[config.mk]
export PLATFORM = sky130hd
export DESIGN_NAME = xs3_to_bcd_dec
export DESIGN_NICKNAME = d
export VERILOG_FILES = /design/src/rtl/xs3_pkg.sv /design/src/rtl/xs3_digit_dec.sv /design/src/rtl/xs3_to_bcd_dec.sv
export SDC_FILE = /design/constraint.sdc
export NUM_CORES = 1
export LEC_CHECK = 0
export ABC_CLOCK_PERIOD_IN_PS = 2360
export BUFFER_PORTS_ARGS = -buffer_cell sky130_fd_sc_hd__buf_2
export CORE_MARGIN = 2
export CORE_UTILIZATION = 55
export CTS_BUF_LIST = sky130_fd_sc_hd__clkbuf_4 sky130_fd_sc_hd__clkbuf_8
export CTS_CLUSTER_SIZE = 24
export DETAILED_ROUTE_END_ITERATION = 7
export GPL_ROUTABILITY_DRIVEN = 1
export PLACE_DENSITY = 0.85
export SYNTH_ARGS = -nofsm -noshare
export SYNTH_HDL_FRONTEND = slang
export SYNTH_SLANG_ARGS = --single-unit
[constraint.sdc]
create_clock -name clk -period 2.36 [get_ports clk]
set_clock_uncertainty 0.2 [all_clocks]
set_input_delay 0.708 -clock clk [delete_from_list [all_inputs] [get_ports clk]]
set_output_delay 0.708 -clock clk [all_outputs]
set_load 0.005 [all_outputs]
[src/rtl/xs3_pkg.sv]
// xs3_pkg: shared constants and FSM encoding for the excess-3 to BCD word decoder.
package xs3_pkg;

    localparam logic [3:0] XS3_OFFSET  = 4'd3;
    localparam logic [3:0] XS3_MIN     = 4'b0011;
    localparam logic [3:0] XS3_MAX     = 4'b1100;
    localparam logic [3:0] BCD_INVALID = 4'hF;

    typedef enum logic {
        COLLECT = 1'b0,
        HOLD    = 1'b1
    } state_t;

endpackage

[src/rtl/xs3_digit_dec.sv]
// xs3_digit_dec: purely combinational decode of one excess-3 digit into a BCD
// nibble plus an invalid-code flag. Out-of-range codes map to BCD_INVALID.
module xs3_digit_dec
    import xs3_pkg::*;
(
    input  logic [3:0] xs3,
    output logic [3:0] bcd,
    output logic       invalid
);

    // Range check first, then subtract the offset only for legal codes.
    always_comb begin
        invalid = (xs3 < XS3_MIN) || (xs3 > XS3_MAX);
        bcd     = invalid ? BCD_INVALID : (xs3 - XS3_OFFSET);
    end

endmodule

[src/rtl/xs3_to_bcd_dec.sv]
// xs3_to_bcd_dec: assembles DIGITS excess-3 digits into one packed BCD word with
// a valid/ready handshake on both sides. The first accepted digit lands in the
// most significant nibble. No input is taken while a finished word is held.
// Optional build macro XS3_STUCK0_EN adds a per-bit stuck-at-0 monitor that
// reports, every STUCK_WIN accepted digits, which in_xs3 bits never went high.
module xs3_to_bcd_dec
    import xs3_pkg::*;
#(
    parameter int DIGITS    = 4,
    parameter int STUCK_WIN = 16
) (
    input  logic                clk,
    input  logic                rst,
    input  logic                in_valid,
    output logic                in_ready,
    input  logic [3:0]          in_xs3,
    output logic                out_valid,
    input  logic                out_ready,
    output logic [4*DIGITS-1:0] out_bcd,
    output logic                out_err
`ifdef XS3_STUCK0_EN
    ,
    output logic [3:0]          stuck0
`endif
);

    localparam int CNT_W = (DIGITS > 1) ? $clog2(DIGITS) : 1;

    if (DIGITS < 1 || DIGITS > 8) begin : g_bad_digits
        $error("xs3_to_bcd_dec: DIGITS must be within 1..8");
    end
    if (STUCK_WIN < 2 || STUCK_WIN > 255) begin : g_bad_win
        $error("xs3_to_bcd_dec: STUCK_WIN must be within 2..255");
    end

    state_t               state;
    state_t               next_state;
    logic [CNT_W-1:0]     cnt;
    logic [4*DIGITS-1:0]  word;
    logic                 err;
    logic [3:0]           dig_bcd;
    logic                 dig_invalid;
    logic                 accept;
    logic                 last_digit;
    logic [4*DIGITS+3:0]  shifted;

    xs3_digit_dec u_dec (
        .xs3     (in_xs3),
        .bcd     (dig_bcd),
        .invalid (dig_invalid)
    );

    assign in_ready   = (state == COLLECT);
    assign out_valid  = (state == HOLD);
    assign accept     = in_valid && in_ready;
    assign last_digit = (cnt == CNT_W'(DIGITS - 1));
    assign shifted    = {word, dig_bcd};
    assign out_bcd    = word;
    assign out_err    = err;

    // State register; reset always returns to collecting an empty word.
    always_ff @(posedge clk) begin
        if (rst) state <= COLLECT;
        else     state <= next_state;
    end

    // Finish a word on the last digit; release it only when downstream takes it.
    always_comb begin
        next_state = state;
        case (state)
            COLLECT: if (accept && last_digit) next_state = HOLD;
            HOLD:    if (out_ready)            next_state = COLLECT;
            default:                           next_state = COLLECT;
        endcase
    end

    // Shift decoded digits in from the bottom; error flag restarts with each word.
    always_ff @(posedge clk) begin
        if (rst) begin
            cnt  <= '0;
            word <= '0;
            err  <= 1'b0;
        end else if (accept) begin
            word <= shifted[4*DIGITS-1:0];
            err  <= (cnt == '0) ? dig_invalid : (err | dig_invalid);
            cnt  <= last_digit ? '0 : (cnt + 1'b1);
        end
    end

`ifdef XS3_STUCK0_EN
    localparam int WIN_W = $clog2(STUCK_WIN);

    logic [WIN_W-1:0] win_cnt;
    logic [3:0]       seen_mask;
    logic [3:0]       stuck_q;

    assign stuck0 = stuck_q;

    // Accumulate which bits were ever 1; publish the complement once per window.
    always_ff @(posedge clk) begin
        if (rst) begin
            win_cnt   <= '0;
            seen_mask <= 4'b0000;
            stuck_q   <= 4'b0000;
        end else if (accept) begin
            if (win_cnt == WIN_W'(STUCK_WIN - 1)) begin
                stuck_q   <= ~(seen_mask | in_xs3);
                seen_mask <= 4'b0000;
                win_cnt   <= '0;
            end else begin
                seen_mask <= seen_mask | in_xs3;
                win_cnt   <= win_cnt + 1'b1;
            end
        end
    end
`endif

endmodule

==> results.sh <==
export IMPL_ys_ff_latch=20
export IMPL_cp_cell_sequence="inv_1 > buf_2"
export IMPL_crit_path_top_delay_cell="dfxtp_1"
export IMPL_rsz0062_at_grt="no"
export IMPL_clock_sinks=20
export IMPL_cts_buffers=3
export IMPL_ant_nets=0
export IMPL_ys_seq_area_share_pct=45.98
export IMPL_insertion_delay_ps=310
export IMPL_whs_path_depth=2
export IMPL_cts_clk_slew_worst_paths_ps=120
export IMPL_cts_hold_buf=0
export IMPL_initial_core_util_pct=58.49
export IMPL_vias=763
export IMPL_root_buffer="clkbuf_4"
export IMPL_syn_nets=113
export IMPL_hold_viol=0
export IMPL_crit_type="register to primary output"
export IMPL_io_pin_count=27
export IMPL_yosysWarnings=0
export IMPL_p_leak_nw=0.4784
export IMPL_vdd_drop_max_v=0.0003232
export IMPL_dr_pass1_iters=4
export IMPL_grt_overflow_total=0
export IMPL_reg2reg_to="out_bcd[3]"
export IMPL_cts_resized_gates=0
export IMPL_cap_violations=0
export IMPL_place_port_buffers=26
export IMPL_fin_crit_sh_pct=76.08
export IMPL_core_rowCount=14
export IMPL_reg2reg_from="out_valid"
export IMPL_hpwl_mm=1.151
export IMPL_hold_path_class="register to register"
export IMPL_maxSlewViolCount=0
export IMPL_crit_arrival_ps=890
export IMPL_tightest_slew_ps=641.5
export IMPL_post_cts_buffers=0
export IMPL_htreeDepth=1
export IMPL_yosys_cell_count_top_type="nand2_1"
export IMPL_drtIter0Drc=14
export IMPL_critPathRequiredTime_ps=1450
export IMPL_finalSetupViolCount=0
export IMPL_start_kind="register"
export IMPL_yosysTopAreaCellShare_pct=45.98
export IMPL_route_detailed_drc=0
export IMPL_cp_max_fo=4
export IMPL_ys_types=26
export IMPL_cts_tree="built"
export IMPL_fmax_ghz=0.5569
export IMPL_synth_edf_count=0
export IMPL_syn_cell_area_um2=870.8
export IMPL_core_area_um2=1489
export IMPL_die_area_um2=1918
export IMPL_wl_per_cell_um=11.66
export IMPL_nNetsFinal=139
export IMPL_synth_flop_cell="dfxtp_1"
export IMPL_dieWidth_um=43.79
export IMPL_timing_final_crit_period_ps=1796
export IMPL_grt_pass1_vias=674
export IMPL_antenna_found_initial=0
export IMPL_grt_use_total_pct=20.03
export IMPL_netlist_top_cells_count="26 x nand2_1, 20 x dfxtp_1, 13 x a21oi_1"
export IMPL_chipHeight_um=43.79
export IMPL_end_kind="primary output"
export IMPL_async_flop_share_pct=0
export IMPL_area_delta_synth_final_pct=19.25
export IMPL_final_cells=142
export IMPL_critPathMaxStageDelay_ps=390
export IMPL_wl_mm=1.656
export IMPL_n_antenna_cell=0
export IMPL_holdCritStartpoint="out_bcd[14]"
export IMPL_outcome="finished, final reports clean"
export IMPL_grt_first_pass_wirelength_mm=2.780
export IMPL_nFillCells=126
export IMPL_fin_setup_tns_ps=0
export IMPL_power_density_nw_per_um2=695.7
export IMPL_worst_r2r_cell_count=3
export IMPL_clock_path_buffers=2
export IMPL_ff2ff_setup_slack_ps=820
export IMPL_synth_cells=101
export IMPL_grt_max_degree=23
export IMPL_drive_above_1_share_pct=28.57
export IMPL_worst_slew_margin_rel_pct=57.23
export IMPL_vias_per_cell=5.373
export IMPL_syn_area_per_cell_um2=8.622
export IMPL_place_congestion=0.7128
export IMPL_post_place_cells=138
export IMPL_synthTopCellsByArea="dfxtp_1 46%, nand2_1 11%, a21oi_1 7.5%, ha_1 5.7%, inv_1 3.4%"
export IMPL_min_to="out_bcd[14]"
export IMPL_post_synth_top_area_cell="dfxtp_1"
-- area by class of cell --
type,instances,area (um2),share of cell area [%]
clock buffers,3,22.52,2.169
inverters,8,30.03,2.892
multi-input cells,67,397.9,38.31
flip-flops and latches,20,400.4,38.55
repair buffers,27,137.6,13.25
clock inverters,1,30.03,2.892
well taps,16,20.02,1.928
-- worst max path at each step --
stage / start / endpoint / slack (ps) / cells past startpoint
2_1_floorplan: in_xs3[0] / out_bcd[0] / 640 / 4
3_3_place_gp: in_xs3[0] / out_bcd[0] / 470 / 5
3_5_place_dp: in_xs3[0] / out_bcd[0] / 410 / 5
4_1_cts: out_valid / in_ready / 570 / 2
5_1_grt: out_valid / in_ready / 490 / 2
6_report: out_valid / in_ready / 560 / 2
-- per-layer routing --
| layer | vias up | track usage (%) | part of all wire [%] |
|---|---|---|---|
| met3 | 5 | 5.000 | 5.0 |
| met1 | 350 | 22.45 | 43 |
| met2 | 23 | 35.29 | 50 |
| li1 | 385 | - | - |
| met4 | 0 | 9.091 | 1.9 |
| met5 | - | 0 | 0 |
-- placed cells by master, fill, tap and decap left out, drive strengths merged, types with 2 or more instances in the layout --
master / Yosys / final
nor2: 7 / 7
nand2: 26 / 26
a211oi: 2 / 2
a21oi: 13 / 13
ha: 4 / 4
dfxtp: 20 / 20
a311oi: 2 / 2
buf: 5 / 27
clkbuf: 1 / 3
inv: 8 / 8
-- sequential cells by signal, summed over array words and instances (netlist names) --
register / flops
cnt: 2
out_bcd: 16
out_err: 1
out_valid: 1
-- power by group --
part / switching [W] / internal, W / leakage, nW
logic: 0.0000454 / 0.0000336 / 0.287
clock network: 0.000107 / 0.000172 / 0.0279
registers: 0.0000117 / 0.000353 / 0.163
-- kinds of logic (layout without fill, tap and decap cells) --
| kind of cell | Yosys count | after routing | synth area share (%) |
|---|---|---|---|
| adder cells (fa/ha/maj) | 4 | 4 | 5.747 |
| XOR/XNOR | 1 | 1 | 1.006 |
| AO/OA/AOI/OAI | 23 | 23 | 18.82 |
| buffers and inverters | 14 | 39 | 8.332 |
| AND/OR/NAND/NOR | 38 | 38 | 18.97 |
| multiplexers | 1 | 1 | 1.149 |
| flip-flops | 20 | 20 | 45.98 |
-- critical path: cells and delay by family (launching register included) --
kind,cells,cell delay [ps]
buffers and inverters,2,200
flip-flops,1,390
-- stage by stage --
step                utilization [%]  setup WS, ps  hold slack [ps]   power, W  instance area, um2
global placement              66.22         470.2            238.9  0.0004477               985.9
floorplan                         -         637.5            252.7  0.0004235               870.8
global route                  69.75         489.3            303.8  0.0007529                1039
CTS                           69.75         567.0            259.9  0.0007247                1039
finish                        69.75         564.4            256.3  0.0007225                1039
detailed placement            66.22         414.1            243.1  0.0004508               985.9
Power figures use the tool's default switching activity.
